<file path="config.mk">
export PLATFORM = sky130hd
export DESIGN_NAME = delay_ctrl
export DESIGN_NICKNAME = d
export VERILOG_FILES = /design/src/rtl/delay_ctrl.sv
export SDC_FILE = /design/constraint.sdc
export NUM_CORES = 1
export LEC_CHECK = 0
export CAP_MARGIN = 10
export CORE_MARGIN = 8
export CORE_UTILIZATION = 40
export DETAILED_ROUTE_END_ITERATION = 7
export SYNTH_ARGS = -nofsm -noshare
export SYNTH_HDL_FRONTEND = slang
export SYNTH_SLANG_ARGS = --single-unit
export TNS_END_PERCENT = 30
</file>
<file path="constraint.sdc">
create_clock -name clock -period 2.91 [get_ports clock]
set_clock_uncertainty 0.2 [all_clocks]
set_input_delay 0.291 -clock clock [delete_from_list [all_inputs] [get_ports clock]]
set_output_delay 0.291 -clock clock [all_outputs]
set_load 0.01 [all_outputs]
</file>
<file path="src/rtl/delay_ctrl.sv">
// Block-framed sequencer for the encoder delay FIFO: gates write/read enables so
// every symbol leaves the FIFO exactly delay_len accepted symbols after it entered.
module delay_ctrl #(
    parameter int CW         = 13,
    parameter int FIFO_DEPTH = 6144
) (
    input  logic          clock,
    input  logic          reset,
    input  logic          start,
    input  logic [CW-1:0] block_len,
    input  logic [CW-1:0] delay_len,
    input  logic          abort,
    input  logic          in_valid,
    output logic          in_ready,
    input  logic          fifo_full,
    input  logic          fifo_empty,
    output logic          fifo_we,
    output logic          fifo_re,
    output logic          fifo_clr,
    output logic          out_valid,
    output logic          busy,
    output logic          done,
    output logic          err_cfg
);

    typedef enum logic [2:0] {
        IDLE,
        FILL,
        STREAM,
        DRAIN,
        DONE
    } state_t;

    localparam logic [CW-1:0] DEPTH_LIMIT = CW'(FIFO_DEPTH);

    state_t        state;
    state_t        state_next;
    logic [CW-1:0] blk;
    logic [CW-1:0] dly;
    logic [CW-1:0] wr_cnt;
    logic [CW-1:0] rd_cnt;
    logic [CW-1:0] wr_inc;
    logic [CW-1:0] rd_inc;
    logic          cfg_bad;
    logic          start_ok;
    logic          abort_hit;

    assign wr_inc    = wr_cnt + CW'(1);
    assign rd_inc    = rd_cnt + CW'(1);
    assign cfg_bad   = (block_len == '0) || (delay_len > DEPTH_LIMIT);
    assign start_ok  = (state == IDLE) && start && !cfg_bad;
    assign abort_hit = abort && (state != IDLE);

    assign busy = (state != IDLE);
    assign done = (state == DONE);

    always_comb begin
        state_next = state;
        in_ready   = 1'b0;
        fifo_we    = 1'b0;
        fifo_re    = 1'b0;

        case (state)
            IDLE: begin
                if (start_ok) begin
                    state_next = (delay_len != '0) ? FILL : STREAM;
                end
            end

            // A block shorter than its delay leaves FILL on the last write instead of stalling.
            FILL: begin
                in_ready = (wr_cnt < blk) && !fifo_full;
                fifo_we  = in_valid && in_ready;
                if (fifo_we && ((wr_inc == dly) || (wr_inc == blk))) begin
                    state_next = (wr_inc == blk) ? DRAIN : STREAM;
                end
            end

            // Every write is paired with a read, so a full FIFO cannot overflow here.
            STREAM: begin
                in_ready = (wr_cnt < blk);
                fifo_we  = in_valid && in_ready;
                fifo_re  = fifo_we;
                if (fifo_we && (wr_inc == blk)) begin
                    state_next = (rd_inc == blk) ? DONE : DRAIN;
                end
            end

            DRAIN: begin
                fifo_re = !fifo_empty && (rd_cnt < blk);
                if (fifo_re && (rd_inc == blk)) begin
                    state_next = DONE;
                end
            end

            DONE: begin
                state_next = IDLE;
            end

            default: begin
                state_next = IDLE;
            end
        endcase

        if (abort_hit) begin
            state_next = IDLE;
        end
    end

    // A read issued in the abort cycle never reports valid data; the FIFO is being cleared.
    always_ff @(posedge clock) begin
        if (reset) begin
            state     <= IDLE;
            blk       <= '0;
            dly       <= '0;
            wr_cnt    <= '0;
            rd_cnt    <= '0;
            out_valid <= 1'b0;
            fifo_clr  <= 1'b0;
            err_cfg   <= 1'b0;
        end else begin
            state     <= state_next;
            out_valid <= fifo_re && !abort_hit;
            fifo_clr  <= abort_hit;
            err_cfg   <= (state == IDLE) && start && cfg_bad;

            if (abort_hit) begin
                wr_cnt <= '0;
                rd_cnt <= '0;
            end else if (start_ok) begin
                blk    <= block_len;
                dly    <= delay_len;
                wr_cnt <= '0;
                rd_cnt <= '0;
            end else begin
                if (fifo_we) begin
                    wr_cnt <= wr_inc;
                end
                if (fifo_re) begin
                    rd_cnt <= rd_inc;
                end
            end
        end
    end

endmodule

</file>
Yosys cells after proc, flatten, opt, wreduce, memory -nomap -nowiden --
Cells that the tools add are included.
Storage, ports and cells: register bits after elaboration 58, input port bits 33, logic and storage cells 62
Cells by class: $add $sub $neg 2, magnitude comparators 3, equality and inequality tests 11, multiplexer cells 11, bitwise gates (word level) 1, reduce and logical (&&, ||, !) cells 26
Operator list (count):
- 13-bit == test | 3
- 13-bit by 1-bit adder with 13-bit output (second input constant) | 2
- 13-bit less-than comparator | 2
- 3-bit two-way mux | 5
- 13-bit greater-than comparator (second input constant) | 1
- 13-bit zero test | 1
- 13-bit nonzero test | 1
- 1-bit logical AND | 12
- 3-bit case mux with 4 select lines | 1
- 2-bit inequality test (second input constant) | 4
- 3-bit by 2-bit == test with 1-bit output (second input constant) | 2
- 1-bit case mux with 2 select lines | 3
- 1-bit zero test | 4
- 4-bit AND reduction | 1
- 3-bit by 1-bit == test with 1-bit output (second input constant) | 1
- 3-bit == test (second input constant) | 1
- 3-bit zero test | 1
- 3-bit nonzero test | 1
- 3-bit OR reduction | 1
- 1-bit logical OR | 2
- 2-bit two-way mux | 1
- 2-bit AND reduction | 1
- 2-bit OR reduction | 1
- 1-bit two-way mux | 1
- 1-bit NOT | 1

Logic depth before layout (Yosys ltp) --
Gate-level depths: netlist (run 1).
depth in word-level cells 6, depth in mapped cells 14, gate-level depth less buffers 11

Worst setup path after synthesis (run 1) --
Ideal clock, no wire load.
kind register -> output, from register blk[1], to output fifo_re, data arrival time 2213 ps, required time 2419 ps, path slack 206 ps, cell stages (with the launch flop) 12, cell sequence dfxtp_1 > inv_1 > ha_1 > nor2b_1 > o21a_1 > o21a_1 > o311ai_1 > a31oi_1 > or2_1 > buf_2 > clkbuf_1 > inv_1
Between the ends: word-level cells in the longest chain between the ends 3, elaborated cells between the ends (all ways) 5
RTL lines:
- from (decl) | line 38 | logic [CW-1:0] blk;
- from (signal assigned) | line 131 | blk <= block_len;
- 13-bit less-than comparator, on equally long branches | line 90, 81
- 1-bit logical AND, on equally long branches | line 90, 82
- 1-bit case mux with 2 select lines (*) | line 63 | case (state)
- to (decl) | line 18 | output logic fifo_re,
Every way passes the cells marked *; elsewhere a longest branch is shown, timed or not.

Worst setup path in the final report (run 1) --
Ends and elaborated chain as after synthesis.

==> reports/qor.yml, run 1 <==
yosys:
  post_synth_top_area_cell: "dfxtp_1"
  ys_seq_elements: 58
  post_synth_inst_count: 522
  synthArstFlopShare: 0
  yosys.cell_types.count: 59
  synth.avg_cell_area_um2: 8.00
  synth-seq-area-share: 0.278
  synth_area_mm2: 0.00418
  yosysWarnings: 0
  yosys.area.top_type_share: 0.278
  synthesis.nets: 583
  synth-main-ff-cell: "dfxtp_1"
  synth.area.top_cells: "dfxtp_1, ha_1, xnor2_1, nor2_1, mux2i_1"
  synth-edff-count: 0
setup_path:
  critical_path_required_ns: 2.42
  worst-r2r-cell-count: 12
  end_kind: "primary output"
  reg2reg_to: "rd_cnt[11]"
  critPathKind: "reg2out"
  worstPathMaxFanout: 2
  crit_path_start_kind: "register"
  crit_arrival_ns: 2.36
  r2r_slack_ns: 0.09
  timing.rr.start: "blk[1]"
clock_tree:
  worst_setup_hold_path_clk_slew_ns: 0.07
  cts_max_level: 3
  clkSinkCount: 58
  number_of_buffers_inserted_during_clock_tree_synthesis: 9
  ctsRootBufferMaster: "clkbuf_8"
  insertion_delay_ns: 0.35
  cts_tree: "done"
  clock_path_buffers: 2
run_status:
  outcome: "finished, final reports clean"
grt:
  grt_remaining_overflow: 0
  grt_busiest_layer: "met2"
  grt_usage: 0.174
  groute.layer.met3.usage: 0.0447
  grt_pass1_vias: 4057
  grt_antenna_before_repair: 0
  met1_usage: 0.205
  grt_max_degree: 31
  grt_pass1_wl_um: 19800
  use_met2: 0.304
final_layout:
  layout-drive-gt1-share: 0.179
  fillers: 973
  multi_input_combinational_cell_area_mm2: 0.00291
  seq_area_mm2: 0.00116
  flow.area_growth_from_synthesis_pct: 28.5
  fin_nets: 665
  antenna-diode-count: 0
hold_path:
  min_delay_path_depth: 2
  hold_path_end: "rd_cnt[1]"
  holdCritStartpoint: "rd_cnt[1]"
  min-delay-path-class: "reg2reg"
floorplanning:
  die_area_mm2: 0.0140
  rows: 37
  design.portCount: 41
  die_x_um: 118
  die-height_um: 118
  coreArea_mm2: 0.0102
  initial_utilization: 0.408
sta:
  final_total_negative_setup_slack_ns: 0
  finalHoldViolations: 0
  tightest_slew_ns: 0.335
  setup_violations: 0
  finalWorstPathRequiredPeriod_ns: 2.85
  rsz0062_at_grt: "true"
  max_freq_mhz: 351
  max-slew-margin-rel: 0.777
  period_share: 0.980
  report.final.slew_viol_count: 0
routing:
  remaining_drc_errors: 0
  postRouteWirelength_um: 11900
  routed_via_density: 5.37
  routed-via-count: 3994
  drtIter0Drc: 343
  drt.antenna.violating_nets: 0
  routedWlPerCell_um: 16.0
  dr.pass1.iters: 5
power_and_ir_drop:
  power.ir.vdd_worst_v: 0.000333
  leakage_nw: 2.08
  cellPowerDensity_mw_per_mm2: 367
  total_power_w: 0.00197
placement:
  place_hpwl_um: 9310
  finalWeightedCongestion: 0.869
  number_of_buffers_inserted_by_port_buffering: 40
run:
  cap_violations: 0
what timing repair did:
action | 4_1_cts | 5_1_grt
resized for setup | 13 | 29
endpoints found under the setup margin | 4 | 15
hold buffers | 0 | 0
pin swaps | 1 | 10
buffers inserted | 0 | 0
where the power goes:
part	internal, W	total (W)	leakage (nW)	switching (W)
Clock	0.000346	0.000674	0.0920	0.000328
Combinational	0.000220	0.000448	1.52	0.000228
Sequential	0.000823	0.000843	0.472	0.0000202
sequential cells by signal, indices dropped and copies added (netlist names):
name       count
blk           13
dly           13
rd_cnt        13
wr_cnt        13
state          3
err_cfg        1
fifo_clr       1
out_valid      1
per-stage QoR:
| step | cell area [um^2] | cells | utilization | setup slack [ns] | hold WS [ns] |
|---|---|---|---|---|---|
| after floorplan | 4180 | 522 | - | 0.206 | 0.229 |
| after global placement | 5060 | 729 | 0.495 | -0.00826 | 0.300 |
| after detailed placement | 5060 | 729 | 0.495 | -0.0548 | 0.307 |
| after CTS | 5270 | 744 | 0.515 | -0.0464 | 0.308 |
| after global routing | 5360 | 744 | 0.524 | -0.0834 | 0.320 |
| final | 5360 | 744 | 0.524 | 0.0583 | 0.301 |
cells by family after synthesis:
| logic type | count (synthesis) | share of synthesized area |
|---|---|---|
| buffers and inverters | 55 | 0.0581 |
| muxes | 24 | 0.0575 |
| adders and majority gates | 29 | 0.0863 |
| xor gates and xnor gates | 52 | 0.109 |
| DFF | 58 | 0.278 |
| and+or+nand+nor | 199 | 0.251 |
| AOI/OAI and AO/OA | 105 | 0.160 |
how the worst max path moves through the flow:
stage	slack [ns]	from	to	cells past startpoint
6_report	0.06	blk[1]	fifo_re	10
5_1_grt	-0.08	blk[1]	fifo_re	10
4_1_cts	-0.05	blk[1]	fifo_re	10
3_5_place_dp	-0.05	blk[7]	fifo_re	10
3_3_place_gp	-0.008	block_len[6]	state[1]	8
2_1_floorplan	0.21	blk[1]	fifo_re	11
cell type report:
type                    instances  share of cell area
well taps                     136              0.0317
multi-input cells             409               0.543
repair buffers                 98               0.157
flip-flops and latches         58               0.217
clock buffers                  12              0.0289
clock inverters                 3             0.00280
inverters                      28              0.0196
critical path, cell delays in order, from the launching register on:
cell and delay (ns):
dfxtp_2 0.32, inv_1 0.06, ha_1 0.28, nor2b_1 0.13
o21a_1 0.16, o21a_1 0.18, o311ai_2 0.28, a31oi_1 0.11
or2_1 0.28, inv_1 0.10, buf_6 0.11
cell usage after synthesis, types with 3 or more instances:
| master | instances |
|---|---|
| nor2_1 | 65 |
| dfxtp_1 | 58 |
| a21oi_1 | 35 |
| xnor2_1 | 31 |
| ha_1 | 28 |
| inv_1 | 28 |
| nand2_1 | 25 |
| mux2i_1 | 24 |
| o21ai_0 | 22 |
| xor2_1 | 21 |
| nand3_1 | 19 |
| buf_2 | 14 |
| or3_1 | 14 |
| nor3_1 | 12 |
| nor4_1 | 11 |
| nand4_1 | 10 |
| and3_1 | 9 |
| nor2b_1 | 9 |
| clkbuf_1 | 8 |
| a31oi_1 | 7 |
| nand2b_1 | 7 |
| o21a_1 | 4 |
| o31ai_1 | 4 |
| a22oi_1 | 3 |
| a32o_1 | 3 |
| buf_4 | 3 |
| o21ai_1 | 3 |
| o32ai_1 | 3 |
layer usage:
metal	vias to the layer above	routed length [um]
met3	20	501
met4	0	189
met5	-	0
met1	1850	5390
li1	2027	-
met2	97	5820
cells in the final DEF, fill, tap and decap left out, types with 19 or more instances in the layout:
cell type and instances:
a21oi_1 34, buf_4 56, clkdlybuf4s50_1 37, dfxtp_1 56
ha_1 26, inv_1 28, mux2i_1 24, nand2_1 24
nand3_1 19, nor2_1 65, o21ai_0 20, xnor2_1 30
xor2_1 20
Note: power is estimated with default switching activity, not from simulation.
==> run 2: changes to the inputs <==
--- a/config.mk
+++ b/config.mk
@@ -6,6 +6,7 @@
 export NUM_CORES = 1
 export LEC_CHECK = 0
 export CAP_MARGIN = 10
+export CORE_ASPECT_RATIO = 0.9
 export CORE_MARGIN = 8
 export CORE_UTILIZATION = 40
 export DETAILED_ROUTE_END_ITERATION = 7
==> reports/qor.yml, run 2 (synthesis gave the netlist of run 1 again) <==
clock_tree:
  clock_path_buffers: 2
  worst_setup_hold_path_clk_slew_ns: 0.06
  cts_max_level: 3
  clkSinkCount: 58
  number_of_buffers_inserted_during_clock_tree_synthesis: 9
  holdBufCountCts: 0
  cts_tree: "done"
  insertion_delay_ns: 0.33
  ctsRootBufferMaster: "clkbuf_16"
grt:
  grt_antenna_before_repair: 0
  grt_pass1_wl_um: 19400
  grt_remaining_overflow: 0
  grt_pass1_vias: 3886
  grt_usage: 0.175
  grt_max_degree: 31
final_layout:
  most_common_cell_after_layout_fill_and_taps_aside: "nor2_1"
  flow.area_growth_from_synthesis_pct: 32.7
  antenna-diode-count: 0
  layout_common_cells: "nor2_1, buf_4, dfxtp_1"
  finalNonFillerCells: 739
  fin_nets: 667
  layout-drive-gt1-share: 0.192
  final_core_util: 0.543
sta:
  max-slew-margin-rel: 0.730
  hold_slack_ns: 0.316
  rsz0062_at_grt: "true"
  setup_violations: 0
  tightest_slew_ns: 0.402
  period_share: 0.978
  report.final.slew_viol_count: 0
  max_freq_mhz: 351
  finalHoldViolations: 0
  finalWorstPathRequiredPeriod_ns: 2.85
setup_path:
  critical_path_required_ns: 2.93
  critPathKind: "reg2reg"
  worst-r2r-cell-count: 13
  end_kind: "register"
  crit_path_start_kind: "register"
  timing.critical_path.max_delay_family: "simple AND/OR/NAND/NOR gates"
  reg2reg_to: "state[0]"
  r2r_slack_ns: 0.06
  worstPathMaxFanout: 4
  timing.rr.start: "blk[8]"
  worstPathCellList: "inv_1 -> ha_1 -> a211oi_2 -> o22a_1 -> a21oi_1 -> buf_4 -> nor3_4 -> buf_6 -> nand2b_1 -> nor4_2 -> or3_1 -> nand3_1 -> o211a_1"
  critical-path-max-stage-delay_ns: 0.33
  critPathBufInv: 3
  crit_arrival_ns: 2.87
  cpMaxStageDelayCell: "dfxtp_1"
floorplanning:
  rows: 35
  initial_utilization: 0.409
  die_x_um: 124
  die-height_um: 113
  design.portCount: 41
  die_area_mm2: 0.0140
  coreArea_mm2: 0.0102
power_and_ir_drop:
  cellPowerDensity_mw_per_mm2: 435
  total_power_w: 0.00241
  power.ir.vdd_worst_v: 0.000374
  leakage_nw: 2.18
routing:
  top_layer: "met4"
  postRouteWirelength_um: 12400
  met3_length_um: 498
  dr.pass1.iters: 5
  routed_via_density: 5.57
  drtIter0Drc: 379
  routed-via-count: 4116
  met2_wirelength_um: 5860
  drt.antenna.violating_nets: 0
  routedWlPerCell_um: 16.8
  drt-met1-wl_um: 5800
  remaining_drc_errors: 0
placement:
  number_of_buffers_inserted_by_port_buffering: 40
  place_hpwl_um: 9420
  finalWeightedCongestion: 0.959
  dpl.cell_count: 723
hold_path:
  holdCritStartpoint: "dly[3]"
  min_delay_path_depth: 2
  hold_path_end: "dly[3]"
  min-delay-path-class: "reg2reg"
run_status:
  outcome: "finished, final reports clean"
run:
  cap_violations: 0
run 2: what timing repair did:
action / in CTS / in global routing
pin swaps: 1 / 9
gates cloned: 0 / 0
endpoints found under the setup margin: 12 / 13
resized for setup: 9 / 39
endpoints found under the hold margin: 0 / 0
setup buffers: 0 / 1
run 2: worst max path at each step:
stage	start	to	depth (start not counted)
final	blk[8]	state[0]	13
after global routing	blk[6]	state[0]	13
after CTS	blk[1]	fifo_re	10
after detailed placement	blk[6]	fifo_re	10
after global placement	block_len[6]	state[1]	8
after floorplan	blk[1]	fifo_re	11
run 2: area by class of cell:
class / count / area (um^2)
multi-input combinational: 409 / 2930
clock inverter: 2 / 35.0
tap: 129 / 161
timing repair buffer: 100 / 871
clock buffer: 13 / 270
inverter: 28 / 105
fill: 977 / 4660
sequential: 58 / 1170
run 2: metrics by stage:
stage                     setup slack [ns]  instance area (um^2)  setup TNS, ns
after floorplan                      0.206                  4180              0
after global placement             -0.0611                  5060         -0.121
after detailed placement            -0.193                  5060         -0.773
after CTS                           -0.110                  5390         -0.110
after global routing               -0.0846                  5540         -0.288
final                               0.0634                  5540              0
run 2: power breakdown:
part	internal (W)	switching [W]
combinational	0.000224	0.000232
clock	0.000727	0.000381
sequential	0.000825	0.0000226
run 2: worst min-delay path: stages, from the launching register on:
cell and delay, ns:
dfxtp_1 0.34, mux2i_1 0.07, nor2_1 0.07
run 2: per-layer routing:
metal	vias to the layer above	global-route usage
met3	22	0.0378
met5	-	0
met4	0	0.0634
met1	1926	0.227
li1	2035	-
met2	133	0.278
==> edit 1, RTL diff (settings of run 2) <==
Make the reset (`reset`) asynchronous in one clocked block.
--- a/src/rtl/delay_ctrl.sv
+++ b/src/rtl/delay_ctrl.sv
@@ -108,7 +108,7 @@
     end
 
     // A read issued in the abort cycle never reports valid data; the FIFO is being cleared.
-    always_ff @(posedge clock) begin
+    always_ff @(posedge clock or posedge reset) begin
         if (reset) begin
             state     <= IDLE;
             blk       <= '0;
Check against the original RTL: differs if reset is asserted again (counterexample within 4 cycles, from zero or initial values and one cycle with reset high); with reset held inactive, the same outputs for 4 cycles.
==> edit 1 against run 2 <==
- critical path depth shrank 2
- setup slack lost 0.045 ns
- worst hold slack lost 0.21 ns
- cell area grew 9.3%
- critical path type unchanged
- routed wire length grew 10%
- synthesized area grew 8.4%
- non-clock buffer count grew 22
- sequential cell count is the same
- highest routed layer unchanged
Power is not compared: it rests on default switching activity, and its combinational part moved more than twofold at a synthesized area within 25%.
==> edit 1: results (changes against run 2) <==
outcome = completed
syn nets = 586 (+0.51%)
Placed Cells = 770 (+6.5%)
vias in the first global route = 4263 (+9.7%)
gr usage total = 19.0% (+1.5 points)
largest net degree at the start of global routing = 38 (+23%)
synth unique cells = 64 (+8.5%)
ys async rst share = 100% (+100 points)
Crit Path Max Fanout = 2 (-2)
final critical-path share of the clock period = 99.4% (+1.5 points)
crit path DAT = 2.94 ns (+0.07 ns)
Min-Delay Path Class = in -> async
FF-to-FF End = state[0]$_DFFE_PP0P_
fraction of layout cells with a size suffix above 1 = 23.1% (+4.0 points)
R2R depth = 11 (-2)
CP delay by family, top = compound AO/OA/AOI/OAI gates
fill cell count = 1063 (+8.8%)
post-detail-place hpwl = 10800 um (+15%)
largest area contributor in the netlist = dfrtp_1
DRT iter0 DRCs = 255 (-33%)
WL final = 13700 um (+10%)
Nets = 688 (+3.1%)
Worst slew margin = 60.7% (-12 points)
GR Util met2 = 31.9% (+4.1 points)
reg2reg setup slack = 0.02 ns (-0.04 ns)
WS Path Type = reg -> reg
top post-synthesis cells by count = dfrtp_1 (58), nor2_1 (50), nand2_1 (48)
max incr delay on CP = 0.39 ns (+0.06 ns)
first-pass GRT wire length = 22100 um (+14%)
grt met1 use = 24.1% (+1.4 points)
Met2 Wirelength = 6460 um (+10%)
Mapped Avg Cell Area = 8.62 um^2 (+7.8%)
Seq/Total Area, Yosys = 32.1% (+4.3 points)
met3 WL = 727 um (+46%)
reg2reg start = wr_cnt[1]$_DFFE_PP0P_
pre-CTS WS = -0.0779 ns (+0.115 ns)
non-filler instance count after layout = 787 (+6.5%)
dominant synthesized flop cell = dfrtp_1
Slowest-stage cell, CP = dfrtp_1
CTS resizes = 11 (+2)
met3 usage = 4.30% (+0.52 points)
routability cong. = 0.924 (-3.6%)
## edit 1: cell count changes after synthesis, moves of 6 or more
cell,change
a21oi_1,-15
buf_2,-6
clkbuf_1,+11
dfrtp_1,+58
dfxtp_1,-58
mux2_2,+13
mux2i_1,-18
nand2_1,+23
nor2_1,-15
nor3_1,+14
nor4_1,+6
or3_1,-12
xnor2_1,+9
## edit 1: metrics by stage
step           hold slack [ns]  setup TNS [ns]  power [mW]  instance area [um^2]
4_1_cts                  0.125         -0.0939        4.71                  5950
6_report                 0.102               0        4.78                  6060
5_1_grt                  0.152          -0.231        5.08                  6060
3_3_place_gp             0.318         -0.0458        3.51                  5620
3_5_place_dp             0.321          -0.156        3.57                  5620
2_1_floorplan            0.199               0        2.60                  4530
## edit 1: kinds of logic (layout without fill, tap and decap cells)
| logic type | Yosys count | count (layout) | share of synthesized area, % |
|---|---|---|---|
| xor+xnor | 60 | 60 | 11.9 |
| buf+inv | 55 | 161 | 5.03 |
| fa+ha+maj | 28 | 28 | 7.74 |
| mux | 19 | 19 | 4.56 |
| flops | 58 | 58 | 32.1 |
| compound gates | 97 | 97 | 14.8 |
| simple gates | 208 | 208 | 23.9 |
## edit 1: cell type report
cell class	count	area, um^2	area share, %
timing repair buffer	122	1040	17.1
clock buffer	13	270	4.46
multi-input combinational	412	2980	49.2
clock inverter	2	35.0	0.578
inverter	24	90.1	1.49
sequential	58	1450	24.0
tap	156	195	3.22
## edit 1: power groups by stage
stage / Sequential, mW / Clock (mW) / Combinational, mW
floorplan: 1.21 / 0 / 1.39
global placement: 1.20 / 0 / 2.31
detailed placement: 1.21 / 0 / 2.36
CTS: 1.20 / 1.11 / 2.40
global route: 1.23 / 1.14 / 2.71
finish: 1.20 / 1.09 / 2.49
==> edit 2, RTL diff (config.mk and constraints of run 2) <==
Without the edit above. The parameter `CW` goes from 13 to 12.
--- a/src/rtl/delay_ctrl.sv
+++ b/src/rtl/delay_ctrl.sv
@@ -1,7 +1,7 @@
 // Block-framed sequencer for the encoder delay FIFO: gates write/read enables so
 // every symbol leaves the FIFO exactly delay_len accepted symbols after it entered.
 module delay_ctrl #(
-    parameter int CW         = 13,
+    parameter int CW         = 12,
     parameter int FIFO_DEPTH = 6144
 ) (
     input  logic          clock,
Interface: changed (resized block_len and delay_len); port bits go from 41 to 39. No check against the original RTL was run, so the function may have changed too.
==> edit 2 against run 2 <==
- worst hold slack better by 0.012 ns
- combinational power is 12% lower
- cell area is 10% lower
- synthesized area is 5.0% lower
- setup slack worse by 0.040 ns
- sequential cell count is 4 lower
- routed wire length is 3.6% lower
- power is 32% lower
- first-iteration DRC count is 47% lower
- critical path type unchanged
- highest routed layer unchanged
==> edit 2: results (changes against run 2) <==
outcome = completed
R2R depth = 9 (-4)
first-pass GRT wire length = 19300 um (-0.64%)
WHS = 0.328 ns (+0.0125 ns)
input/output buffers = 38 (-5.0%)
Critical Path End Type = register
non-filler instance count after layout = 674 (-8.8%)
Crit Path Max Fanout = 8 (+4)
Crit. Startpoint = wr_cnt[5]$_SDFFE_PP0P_
CTS buffer count = 5 (-4)
FF-to-FF End = state[0]$_SDFFE_PP0P_
DRT iter0 DRCs = 200 (-47%)
ys async rst share = 0% (unchanged)
Slowest-stage cell, CP = or4_4
reg2reg setup slack = 0.02 ns (-0.04 ns)
CTS root buffer = clkbuf_8
largest net degree at the start of global routing = 27 (-13%)
worst-margin pin slew = 0.491 ns (+0.0890 ns)
Min-Delay Endpoint = dly[8]$_SDFFE_PP0P_
crit path DAT = 2.89 ns (+0.02 ns)
Worst-path clk slew = 0.10 ns (+0.04 ns)
WL final = 12000 um (-3.6%)
1st-pass router iterations = 4 (-1)
Nets = 604 (-9.4%)
fraction of layout cells with a size suffix above 1 = 17.5% (-1.7 points)
htree depth = 2 (-1)
Seq/Total Area, Yosys = 27.3% (-0.55 points)
Max Clk Rate = 346 MHz (-1.4%)
Synth Area in XOR/XNOR = 12.7% (+1.8 points)
Mapped Cells = 478 (-8.4%)
post-detail-place hpwl = 9540 um (+1.3%)
antenna violations before repair = 0 (unchanged)
peak supply drop = 0.157 mV (-58%)
routability cong. = 0.856 (-11%)
diode count = 0 (unchanged)
Hold Path Cell Cnt = 2 (unchanged)
vias per cell = 5.53 (-0.75%)
pre-CTS WS = -0.0349 ns (+0.158 ns)
leakage power = 1.97 nW (-9.7%)
clock latency reported for the late side of the worst-skew pair = 0.31 ns (-0.02 ns)
syn nets = 535 (-8.2%)
Max Root-Sink Buffers = 2 (unchanged)
synth unique cells = 63 (+6.8%)
top post-synthesis cells by count = nor2_1 (62), dfxtp_1 (54), xnor2_1 (37)
YS warnings = 0 (unchanged)
top cells by area, synth = dfxtp_1 (27%), ha_1 (8.2%), xnor2_1 (8.2%), mux2i_1 (6.8%), nor2_1 (5.9%)
Compound-Gate Fraction of Synth Area = 13.8% (-2.2 points)
Post-Synth Adder-Cell Area = 8.20% (-0.43 points)
gr usage total = 17.9% (+0.40 points)
max incr delay on CP = 0.54 ns (+0.21 ns)
hold path startpoint = dly[8]$_SDFFE_PP0P_
vias in the first global route = 3664 (-5.7%)
post-synthesis mux area share = 6.81% (+1.1 points)
CP delay by family, top = simple AND/OR/NAND/NOR gates
Min-Delay Path Class = reg -> reg
-- edit 2: cell count changes after synthesis, moves of 5 or more --
cell	before	now
xnor2_1	31	37
o21ai_0	22	12
inv_1	28	19
and4_1	1	8
nand4_1	10	15
a21oi_1	35	13
or3_1	14	4
nor2b_1	9	4
buf_2	14	9
nor3b_1	0	5
clkbuf_1	8	14
-- edit 2: report_power, final --
| part | internal [mW] | switching, mW | total [mW] |
|---|---|---|---|
| clock | 0.193 | 0.262 | 0.455 |
| combinational | 0.192 | 0.209 | 0.401 |
| sequential | 0.762 | 0.0220 | 0.784 |
| total | 1.15 | 0.493 | 1.64 |
-- edit 2: through the flow --
step	power (mW)	cell area [um^2]
finish	1.64	4970
global route	1.72	4970
CTS	1.63	4890
detailed placement	1.18	4780
global placement	1.17	4780
floorplan	1.01	3970
-- edit 2: layout make-up --
| class | instances | area (um^2) |
|---|---|---|
| Clock buffer | 7 | 86.3 |
| Clock inverter | 1 | 5.00 |
| Fill cell | 934 | 4680 |
| Inverter | 19 | 71.3 |
| Multi-Input combinational cell | 375 | 2760 |
| Sequential cell | 54 | 1090 |
| Tap cell | 126 | 158 |
| Timing Repair Buffer | 92 | 798 |
-- edit 2: metal layers --
metal / up-vias / part of all wire [%] / track usage (%)
met2: 70 / 49 / 30.0
met3: 12 / 4.8 / 3.16
met1: 1776 / 45 / 22.8
met4: 0 / 1.6 / 4.99
met5: - / 0 / 0
li1: 1868 / - / -
-- edit 2: what timing repair did --
action / in CTS / in global routing
cloned: 0 / 0
setup endpoints to repair: 5 / 7
setup buffers: 0 / 1
endpoints found under the hold margin: 0 / 0
pin swaps: 1 / 13
resized for setup: 12 / 26
